==> src/rtl/mips_cpu_writeback_unit_if.sv <==
// ============================================================================
//  Module      : mips_cpu_writeback_unit_if
//  Description : Retire/memory/register-file bundle for the writeback unit.
//  Revision    : 1.0  initial release
// ============================================================================
`default_nettype none

interface mips_cpu_writeback_unit_if #(
    parameter int DATA_W = 32,
    parameter int CNT_W  = 32
);
    logic              wb_valid;
    logic [1:0]        wb_src;
    logic [4:0]        dest_reg;
    logic [DATA_W-1:0] alu_result;
    logic [DATA_W-1:0] link_addr;
    logic [DATA_W-1:0] hilo_value;
    logic [2:0]        load_type;
    logic [1:0]        byte_addr;
    logic [DATA_W-1:0] rt_old;
    logic [DATA_W-1:0] mem_readdata;
    logic              mem_waitrequest;
    logic              busy;
    logic              write_enable;
    logic [4:0]        write_reg;
    logic [DATA_W-1:0] write_data;
    logic              wb_done;
    logic [CNT_W-1:0]  retired_count;

    modport master (
        output wb_valid, wb_src, dest_reg, alu_result, link_addr, hilo_value,
               load_type, byte_addr, rt_old, mem_readdata, mem_waitrequest,
        input  busy, write_enable, write_reg, write_data, wb_done, retired_count
    );

    modport slave (
        input  wb_valid, wb_src, dest_reg, alu_result, link_addr, hilo_value,
               load_type, byte_addr, rt_old, mem_readdata, mem_waitrequest,
        output busy, write_enable, write_reg, write_data, wb_done, retired_count
    );
endinterface

`default_nettype wire

==> src/rtl/mips_cpu_writeback_unit.sv <==
// ============================================================================
//  Module      : mips_cpu_writeback_unit
//  Description : Register-file write driver: result select, load extraction,
//                registered single-cycle write pulse and retire counter.
//  Revision    : 1.0  initial release
// ============================================================================
`default_nettype none

module mips_cpu_writeback_unit #(
    parameter int DATA_W = 32,
    parameter int CNT_W  = 32
) (
    input  wire logic               clk,
    input  wire logic               reset,
    mips_cpu_writeback_unit_if.slave wb
);
    localparam logic [1:0] C_SRC_ALU  = 2'd0;
    localparam logic [1:0] C_SRC_LOAD = 2'd1;
    localparam logic [1:0] C_SRC_LINK = 2'd2;
    localparam logic [2:0] C_LT_LB    = 3'd1;
    localparam logic [2:0] C_LT_LBU   = 3'd2;
    localparam logic [2:0] C_LT_LH    = 3'd3;
    localparam logic [2:0] C_LT_LHU   = 3'd4;
    localparam logic [2:0] C_LT_LWL   = 3'd5;
    localparam logic [2:0] C_LT_LWR   = 3'd6;

    typedef enum logic [1:0] {
        S_IDLE     = 2'd0,
        S_WAIT_MEM = 2'd1,
        S_COMMIT   = 2'd2
    } state_t;

    state_t            state_q, state_d;
    logic              busy_q, busy_d;
    logic              we_q, we_d;
    logic [4:0]        wreg_q, wreg_d;
    logic [DATA_W-1:0] wdata_q, wdata_d;
    logic              done_q, done_d;
    logic [CNT_W-1:0]  count_q, count_d;
    logic [4:0]        dest_q, dest_d;
    logic [2:0]        ltype_q, ltype_d;
    logic [1:0]        k_q, k_d;
    logic [DATA_W-1:0] rt_q, rt_d;

    logic [DATA_W-1:0] w_sel_result;
    logic [DATA_W-1:0] w_load_data;
    logic [7:0]        w_byte;
    logic [15:0]       w_half;
    logic [4:0]        w_sh_l, w_sh_r;
    logic [DATA_W-1:0] w_mask_l, w_mask_r;

    always_comb begin
        w_sel_result = wb.hilo_value;
        case (wb.wb_src)
            C_SRC_ALU:  w_sel_result = wb.alu_result;
            C_SRC_LINK: w_sel_result = wb.link_addr;
            default:    w_sel_result = wb.hilo_value;
        endcase
    end

    // Lane extraction works on the captured address/type; only the read data is live.
    always_comb begin
        w_sh_r   = {k_q, 3'b000};
        w_sh_l   = {2'd3 - k_q, 3'b000};
        w_byte   = 8'(wb.mem_readdata >> w_sh_r);
        w_half   = k_q[1] ? wb.mem_readdata[31:16] : wb.mem_readdata[15:0];
        w_mask_l = (DATA_W'(1) << w_sh_l) - DATA_W'(1);
        w_mask_r = {DATA_W{1'b1}} >> w_sh_r;
        case (ltype_q)
            C_LT_LB:  w_load_data = {{24{w_byte[7]}}, w_byte};
            C_LT_LBU: w_load_data = {24'd0, w_byte};
            C_LT_LH:  w_load_data = {{16{w_half[15]}}, w_half};
            C_LT_LHU: w_load_data = {16'd0, w_half};
            C_LT_LWL: w_load_data = (wb.mem_readdata << w_sh_l) | (rt_q & w_mask_l);
            C_LT_LWR: w_load_data = (wb.mem_readdata >> w_sh_r) | (rt_q & ~w_mask_r);
            default:  w_load_data = wb.mem_readdata;
        endcase
    end

    always_comb begin
        state_d = state_q;
        we_d    = 1'b0;
        done_d  = 1'b0;
        wreg_d  = wreg_q;
        wdata_d = wdata_q;
        count_d = count_q;
        dest_d  = dest_q;
        ltype_d = ltype_q;
        k_d     = k_q;
        rt_d    = rt_q;
        case (state_q)
            S_IDLE: begin
                if (wb.wb_valid) begin
                    dest_d  = wb.dest_reg;
                    ltype_d = wb.load_type;
                    k_d     = wb.byte_addr;
                    rt_d    = wb.rt_old;
                    if (wb.wb_src == C_SRC_LOAD) begin
                        state_d = S_WAIT_MEM;
                    end else begin
                        state_d = S_COMMIT;
                        we_d    = (wb.dest_reg != 5'd0);
                        wreg_d  = wb.dest_reg;
                        wdata_d = w_sel_result;
                        done_d  = 1'b1;
                        count_d = count_q + CNT_W'(1);
                    end
                end
            end
            S_WAIT_MEM: begin
                if (!wb.mem_waitrequest) begin
                    state_d = S_COMMIT;
                    we_d    = (dest_q != 5'd0);
                    wreg_d  = dest_q;
                    wdata_d = w_load_data;
                    done_d  = 1'b1;
                    count_d = count_q + CNT_W'(1);
                end
            end
            default: state_d = S_IDLE;
        endcase
        busy_d = (state_d != S_IDLE);
    end

    always_ff @(posedge clk or negedge reset) begin
        if (!reset) begin
            state_q <= S_IDLE;
            busy_q  <= 1'b0;
            we_q    <= 1'b0;
            wreg_q  <= 5'd0;
            wdata_q <= '0;
            done_q  <= 1'b0;
            count_q <= '0;
            dest_q  <= 5'd0;
            ltype_q <= 3'd0;
            k_q     <= 2'd0;
            rt_q    <= '0;
        end else begin
            state_q <= state_d;
            busy_q  <= busy_d;
            we_q    <= we_d;
            wreg_q  <= wreg_d;
            wdata_q <= wdata_d;
            done_q  <= done_d;
            count_q <= count_d;
            dest_q  <= dest_d;
            ltype_q <= ltype_d;
            k_q     <= k_d;
            rt_q    <= rt_d;
        end
    end

    assign wb.busy          = busy_q;
    assign wb.write_enable  = we_q;
    assign wb.write_reg     = wreg_q;
    assign wb.write_data    = wdata_q;
    assign wb.wb_done       = done_q;
    assign wb.retired_count = count_q;
endmodule

`default_nettype wire

==> src/flat_wrapper.sv <==
// flat-port wrapper written by rule: the top's interface ports become plain ports
module mips_cpu_writeback_unit_flat 
#(
    parameter int DATA_W = 32,
    parameter int CNT_W  = 32
)
  (clk, reset, wb_wb_valid, wb_wb_src, wb_dest_reg, wb_alu_result, wb_link_addr, wb_hilo_value, wb_load_type, wb_byte_addr, wb_rt_old, wb_mem_readdata, wb_mem_waitrequest, wb_busy, wb_write_enable, wb_write_reg, wb_write_data, wb_wb_done, wb_retired_count);
  mips_cpu_writeback_unit_if #(.DATA_W(DATA_W), .CNT_W(CNT_W)) wb_i ();
  input  wire logic clk;
  input  wire logic reset;
  input wire logic [$bits(wb_i.wb_valid)-1:0] wb_wb_valid;
  input wire logic [$bits(wb_i.wb_src)-1:0] wb_wb_src;
  input wire logic [$bits(wb_i.dest_reg)-1:0] wb_dest_reg;
  input wire logic [$bits(wb_i.alu_result)-1:0] wb_alu_result;
  input wire logic [$bits(wb_i.link_addr)-1:0] wb_link_addr;
  input wire logic [$bits(wb_i.hilo_value)-1:0] wb_hilo_value;
  input wire logic [$bits(wb_i.load_type)-1:0] wb_load_type;
  input wire logic [$bits(wb_i.byte_addr)-1:0] wb_byte_addr;
  input wire logic [$bits(wb_i.rt_old)-1:0] wb_rt_old;
  input wire logic [$bits(wb_i.mem_readdata)-1:0] wb_mem_readdata;
  input wire logic [$bits(wb_i.mem_waitrequest)-1:0] wb_mem_waitrequest;
  output wire logic [$bits(wb_i.busy)-1:0] wb_busy;
  output wire logic [$bits(wb_i.write_enable)-1:0] wb_write_enable;
  output wire logic [$bits(wb_i.write_reg)-1:0] wb_write_reg;
  output wire logic [$bits(wb_i.write_data)-1:0] wb_write_data;
  output wire logic [$bits(wb_i.wb_done)-1:0] wb_wb_done;
  output wire logic [$bits(wb_i.retired_count)-1:0] wb_retired_count;
  assign wb_i.wb_valid = wb_wb_valid;
  assign wb_i.wb_src = wb_wb_src;
  assign wb_i.dest_reg = wb_dest_reg;
  assign wb_i.alu_result = wb_alu_result;
  assign wb_i.link_addr = wb_link_addr;
  assign wb_i.hilo_value = wb_hilo_value;
  assign wb_i.load_type = wb_load_type;
  assign wb_i.byte_addr = wb_byte_addr;
  assign wb_i.rt_old = wb_rt_old;
  assign wb_i.mem_readdata = wb_mem_readdata;
  assign wb_i.mem_waitrequest = wb_mem_waitrequest;
  assign wb_busy = wb_i.busy;
  assign wb_write_enable = wb_i.write_enable;
  assign wb_write_reg = wb_i.write_reg;
  assign wb_write_data = wb_i.write_data;
  assign wb_wb_done = wb_i.wb_done;
  assign wb_retired_count = wb_i.retired_count;
  mips_cpu_writeback_unit #(.DATA_W(DATA_W), .CNT_W(CNT_W)) u_core (.clk(clk), .reset(reset), .wb(wb_i));
endmodule
==> config.mk <==
export PLATFORM = sky130hd
export DESIGN_NAME = mips_cpu_writeback_unit_flat
export DESIGN_NICKNAME = d
export VERILOG_FILES = /design/src/rtl/mips_cpu_writeback_unit_if.sv /design/src/rtl/mips_cpu_writeback_unit.sv /design/src/flat_wrapper.sv
export SDC_FILE = /design/constraint.sdc
export NUM_CORES = 1
export LEC_CHECK = 0
export CELL_PAD_IN_SITES_DETAIL_PLACEMENT = 1
export CELL_PAD_IN_SITES_GLOBAL_PLACEMENT = 2
export CORE_ASPECT_RATIO = 1.5
export CORE_UTILIZATION = 28
export CTS_BUF_LIST = sky130_fd_sc_hd__clkbuf_16
export DETAILED_ROUTE_END_ITERATION = 7
export HOLD_SLACK_MARGIN = 0.1
export PLACE_DENSITY_LB_ADDON = 0.08
export SYNTH_ARGS = -nofsm -noshare
export SYNTH_HDL_FRONTEND = slang
export SYNTH_SLANG_ARGS = --single-unit
==> constraint.sdc <==
create_clock -name clk -period 2.6 [get_ports clk]
set_input_delay 0.78 -clock clk [delete_from_list [all_inputs] [get_ports clk]]
set_output_delay 0.78 -clock clk [all_outputs]
set_load 0.01 [all_outputs]
==> out/qor.csv, run 1 <==
stage;metric;value;unit
floorplan;Die ar.;27500;µm²
logic_synthesis;Syn Area/Cell;9.99;µm²
logic_synthesis;share of synthesized registers carrying an async set or reset;1.00;
clock_tree;later-pin clock latency in the skew report;0.43;ns
grt;first-pass GRT wire length;50200;µm
clock_tree;Worst-path clk slew;0.05;ns
setup_path;reg-to-reg endpoint;u_core.wb.write_data[2];
floorplan;# IOs;248;
grt;antenna violations before repair;0;
final_layout;antenna cells;0;
setup_path;WP data required;2.90;ns
setup_path;CP Max Fanout;6;
sta;Post-Route Setup TNS;0;ns
setup_path;Setup crit start;wb_mem_readdata[15];
clock_tree;Post-CTS Setup Inserts;0;
clock_tree;Num Clock Sinks;116;
logic_synthesis;mapped cell area;7500;µm²
route;vias post-DR;7629;
grt;grt met2 use;0.458;
pwr;Max VDD drop;467;µV
grt;GR peak layer;met2;
logic_synthesis;Synth Instances;751;
sta;Tightest Pin Transition;0.963;ns
setup_path;startpoint types;input port;
sta;Max Freq;0.390;GHz
sta;final period utilization;0.987;
logic_synthesis;most frequent cell after synthesis;dfrtp_1;
sta;Clock Skew;0.0108;ns
grt;grt ovf;0;
logic_synthesis;top cell type's share of synthesized area;0.387;
final_layout;Synth-to-Final Area Change;54.6;%
final_layout;Post-Layout Cell Count;1401;
floorplan;Die Ht;202;µm
flow_run;Max-Cap Viols;0;
setup_path;FF-to-FF Start;u_core.k_q[0];
floorplan;Die W;136;µm
placed_design;placer congestion estimate;0.977;
pwr;Leak Pwr;4.68;nW
clock_tree;Max H-tree Level;4;
final_layout;nets;1230;
floorplan;initial core utilization;0.284;
sta;Slew Viols, Final;0;
grt;met1 GRT Util;0.268;
grt;met3 Use GR;0.0390;
route;wire length per cell;23.8;µm
logic_synthesis;cell accounting for the most synthesized area;dfrtp_1;
logic_synthesis;Seq cells post-synth;116;
logic_synthesis;Cell variety after synth;51;
grt;largest net degree at the start of global routing;56;
setup_path;critical path class;input port to flip-flop;
floorplan;Rows;73;
final_layout;share of cells above drive strength 1;0.213;
pwr;Tot Pwr;0.00823;W
sta;Fin. Hold Viols;0;
outcome;status;completed;
route;Vias/cell;5.45;
logic_synthesis;most common library cells after synthesis;dfrtp_1 (116), nand2_1 (72), mux2_2 (60);
route;final WL;33400;µm
setup_path;CP Data Arrival Time;2.87;ns
grt;gr usage total;0.248;
clock_tree;CTS tree;built;
setup_path;R2R depth;6;
placed_design;Placed Cells;1370;
clock_tree;CTS Root Cell;clkbuf_16;
logic_synthesis;Synth area leaders;dfrtp_1 (39%), mux2_2 (9.0%), mux2i_1 (7.5%);
logic_synthesis;Ys Warns;0;
logic_synthesis;Mapped Nets;929;
pwr;Pwr Density;709;nW/µm²
floorplan;core footprint;26400;µm²
route;DRT iter0 DRCs;441;
logic_synthesis;dominant synthesized flop cell;dfrtp_1;
final_layout;design area;11600;µm²
sta;setup violators final;0;
min_path;worst hold path class;input port to asynchronous set/reset pin;
route;remaining antenna violation count;0;
setup_path;worst reg2reg setup slack;0.20;ns
route;Pre-antenna DRT Iters;4;
grt;vias in the first global route;8360;
sta;Slew HR;0.358;
placed_design;port bufs;247;
sta;Tmin final;2.57;ns
clock_tree;clk buf depth;2;
clock_tree;total CTS buffers;17;
placed_design;hpwl dp;26900;µm
placed_design;placed cell area;11000;µm²
logic_synthesis;sequential-to-total area share from yosys stat;0.387;
setup_path;Worst Setup End Kind;flip-flop;
logic_synthesis;number of flops mapped to enable cells by yosys;0;
route;drt drc;0;
cells by family after synthesis:
kind of cell,after synthesis,share of synthesized area
compound gates,201,0.177
xor+xnor,31,0.0362
fa+ha+maj,2,0.00333
buf+inv,68,0.0409
flops,116,0.387
mux,139,0.234
simple gates,194,0.122
worst max-delay path, stage by stage:
cell and delay (ns):
clkdlybuf4s50_1 0.45, mux4_2 0.49, buf_4 0.17, nand2_1 0.12
nand2_1 0.25, o221ai_1 0.38, buf_4 0.17, a21oi_1 0.05
power by group:
| part | internal (W) | total [W] | leakage, nW | switching (W) |
|---|---|---|---|---|
| Clock | 0.00138 | 0.00222 | 0.265 | 0.000847 |
| Sequential | 0.00220 | 0.00261 | 1.40 | 0.000407 |
| Combinational | 0.00175 | 0.00340 | 3.01 | 0.00164 |
| Total | 0.00533 | 0.00823 | 4.68 | 0.00290 |
area by class of cell:
class | instances | area (µm²)
clock buffer | 17 | 425
clock inverter | 14 | 124
fill | 2941 | 14800
inverter | 5 | 18.8
multi-input combinational | 567 | 4380
sequential | 116 | 2910
tap | 337 | 422
timing repair buffer | 345 | 3320
what timing repair did:
action                     in CTS  in global routing
resized for setup               1                 22
pin swaps                       0                  1
hold buffers                    0                  0
setup endpoints to repair       1                 13
metal layers:
| metal | wire, µm | share of wire | up-vias |
|---|---|---|---|
| li1 | - | - | 3469 |
| met5 | 0 | 0 | - |
| met3 | 1460 | 0.044 | 62 |
| met4 | 1460 | 0.044 | 0 |
| met2 | 18100 | 0.54 | 261 |
| met1 | 12400 | 0.37 | 3837 |
placed cells by master (no fill, tap or decap), drive strengths merged, types with 5 or more instances in the layout:
cell type and n:
a2111oi 12, a21oi 42, a221oi 17, a22oi 7, a311oi 8, a31oi 10
a32oi 7, and3 16, and4 8, buf 101, clkbuf 17, clkdlybuf4s50 244
clkinv 7, dfrtp 116, inv 6, mux2 60, mux2i 56, mux4 23
nand2 72, nand3 15, nand4 9, nor2 52, nor2b 5, nor3 6
o21ai 55, o221ai 14, o22ai 15, xnor2 27
stage by stage:
| step | setup WS (ns) | hold slack, ns | util |
|---|---|---|---|
| final | 0.0349 | 0.277 | 0.439 |
| after global routing | -0.0193 | 0.284 | 0.439 |
| after CTS | 0.0117 | 0.281 | 0.436 |
| after detailed placement | -0.528 | 0.472 | 0.416 |
| after global placement | -0.540 | 0.465 | 0.416 |
| after floorplan | 0.327 | 0.476 | - |
worst max path at each step:
stage	slack, ns	cells after the start	end
after global routing	-0.02	7	u_core.wb.write_data[6]
after global placement	-0.54	7	u_core.wb.write_data[2]
final	0.03	8	u_core.wb.write_data[11]
after detailed placement	-0.53	7	u_core.wb.write_data[2]
after floorplan	0.33	10	u_core.wb.write_data[25]
after CTS	0.01	7	u_core.wb.write_data[2]
Note: power is estimated with default switching activity, not from simulation.
==> run 2, diff against run 1 <==
==> constraint.sdc (replaced) <==
create_clock -name clk -period 2.9 [get_ports clk]
set_input_delay 0.87 -clock clk [delete_from_list [all_inputs] [get_ports clk]]
set_output_delay 0.87 -clock clk [all_outputs]
set_load 0.01 [all_outputs]
==> run 2 against run 1 <==
  * Critical path depth down 1
  * Sequential power down 10%
  * Power down 11%
  * Utilization is 0.66 points lower
  * Global-route usage up 0.24 points
  * Register-to-register slack lost 0.03 ns
  * Combinational power down 14%
  * Sequential cell count stayed put
  * Hold slack lost 0.044 ns
  * Critical path type unchanged
==> out/qor.csv, run 2 (synthesized netlist as in run 1, its figures left out) <==
stage;metric;value;unit;change
setup_path;CP Max Fanout;3;;was 6
route;wire length per cell;24.2;µm;was 23.8 µm
outcome;status;completed;;unchanged
route;remaining antenna violation count;0;;unchanged
clock_tree;CTS tree;built;;unchanged
sta;Tightest Pin Transition;0.826;ns;was 0.963 ns
placed_design;Setup WS pre-CTS;-0.439;ns;was -0.528 ns
clock_tree;clk buf depth;2;;unchanged
final_layout;design area;11400;µm²;was 11600 µm²
floorplan;initial core utilization;0.284;;unchanged
sta;Clock Skew;0.00806;ns;was 0.0108 ns
floorplan;Die Ht;202;µm;unchanged
sta;RSZ-0062 raised after global routing;false;;
grt;largest net degree at the start of global routing;75;;was 56
clock_tree;Post-CTS Setup Inserts;0;;unchanged
sta;Max Freq;0.352;GHz;
clock_tree;Max H-tree Level;4;;unchanged
sta;Tmin final;2.84;ns;
sta;setup violators final;0;;unchanged
grt;antenna violations before repair;0;;unchanged
flow_run;Max-Cap Viols;0;;unchanged
route;Pre-antenna DRT Iters;5;;was 4
sta;final period utilization;0.980;;
setup_path;Worst Setup End Kind;flip-flop;;unchanged
clock_tree;total CTS buffers;17;;unchanged
sta;Hold WS;0.233;ns;was 0.277 ns
final_layout;commonest non-fill, non-tap cell in the layout;clkdlybuf4s50_1;;unchanged
final_layout;Synth-to-Final Area Change;52.2;%;was 54.6%
setup_path;startpoint types;input port;;unchanged
route;Vias/cell;5.47;;was 5.45
grt;vias in the first global route;8386;;was 8360
final_layout;antenna cells;0;;unchanged
setup_path;CP Data Arrival Time;3.11;ns;was 2.87 ns
final_layout;nets;1222;;was 1230
clock_tree;Worst-path clk slew;0.05;ns;about the same
pwr;Max VDD drop;404;µV;was 467 µV
route;drt drc;0;;unchanged
sta;Slew Viols, Final;0;;unchanged
placed_design;placed cell area;10800;µm²;was 11000 µm²
route;DRT iter0 DRCs;375;;was 441
route;vias post-DR;7620;;was 7629
grt;first-pass GRT wire length;50800;µm;was 50200 µm
setup_path;WP data required;3.17;ns;was 2.90 ns
placed_design;hpwl dp;26800;µm;was 26900 µm
clock_tree;Num Clock Sinks;116;;unchanged
grt;grt ovf;0;;unchanged
sta;Fin. Hold Viols;0;;unchanged
floorplan;# IOs;248;;unchanged
clock_tree;CTS Root Cell;clkbuf_16;;unchanged
sta;Post-Route Setup TNS;0;ns;unchanged
grt;gr usage total;0.250;;was 0.248
final_layout;share of cells above drive strength 1;0.196;;was 0.213
pwr;Pwr Density;643;nW/µm²;was 709 nW/µm²
pwr;Leak Pwr;4.63;nW;was 4.68 nW
final_layout;commonest non-fill, non-tap cells in the layout;clkdlybuf4s50_1 (244), dfrtp_1 (114), buf_4 (86);;was clkdlybuf4s50_1 (244), dfrtp_1 (114), buf_4 (89)
route;final WL;33700;µm;was 33400 µm
placed_design;placer congestion estimate;0.957;;was 0.977
floorplan;Rows;73;;unchanged
clock_tree;later-pin clock latency in the skew report;0.42;ns;was 0.43 ns
floorplan;core footprint;26400;µm²;unchanged
floorplan;Die ar.;27500;µm²;unchanged
sta;Slew HR;0.445;;was 0.358
setup_path;critical path class;input port to flip-flop;;unchanged
floorplan;Die W;136;µm;unchanged
sta;setup slack after layout;0.0582;ns;was 0.0349 ns
placed_design;port bufs;247;;unchanged
min_path;worst hold path class;input port to asynchronous set/reset pin;;unchanged
[run 2: cell count changes in the layout (fill, tap and decap cells not counted), sizes merged]
cell and change:
buf -8, clkinvlp -2, bufinv +1, clkinv +1
[run 2: worst paths after layout]
| kind | start | end | slack, ns | depth (start not counted) |
|---|---|---|---|---|
| worst max-delay path | wb_mem_readdata[16] | u_core.wb.write_data[0] | 0.06 | 7 |
| worst min-delay path | reset | u_core.wb.retired_count[25] | 0.23 | 1 |
| worst max register to register | u_core.k_q[0] | u_core.wb.write_data[0] | 0.17 | 6 |
| worst min register to register | u_core.wb.retired_count[31] | u_core.wb.retired_count[31] | 0.48 | 1 |
| max in group asynchronous | reset | u_core.k_q[1] | 1.91 | 2 |
| min in group clk | u_core.wb.retired_count[31] | u_core.wb.retired_count[31] | 0.48 | 1 |
[run 2: where the power goes]
part           internal [W]  switching, W  total, W
clock               0.00132      0.000764   0.00209
sequential          0.00197      0.000369   0.00234
combinational       0.00150       0.00142   0.00292
[run 2: worst max-delay path, cell delays in order]
cell             delay [ns]
clkdlybuf4s50_1        0.51
mux4_1                 0.60
a221oi_1               0.27
a21oi_1                0.06
a2111oi_0              0.55
buf_4                  0.21
a311oi_1               0.04
[run 2: repair_timing]
action,in CTS,in global routing
endpoints found under the setup margin,0,1
hold buffers,0,0
resized for setup,0,2
[run 2: area by class of cell]
type	instances	area, µm²
clock buffer	17	425
clock inverter	14	146
fill	2900	15000
inverter	5	18.8
multi-input combinational	567	4310
sequential	116	2910
tap	337	422
timing repair buffer	337	3200
[run 2: metrics by stage]
stage | total power (W) | utilization | std cells
after global placement | 0.00523 | 0.411 | 1362
after floorplan | 0.00372 | - | 751
after CTS | 0.00742 | 0.433 | 1393
after global routing | 0.00773 | 0.433 | 1393
after detailed placement | 0.00530 | 0.411 | 1362
final | 0.00735 | 0.433 | 1393
[run 2: metal layers]
layer	global-route usage	wire length [µm]
met1	0.268	12500
met2	0.463	18300
met3	0.0392	1390
met4	0.130	1450
met5	0	0
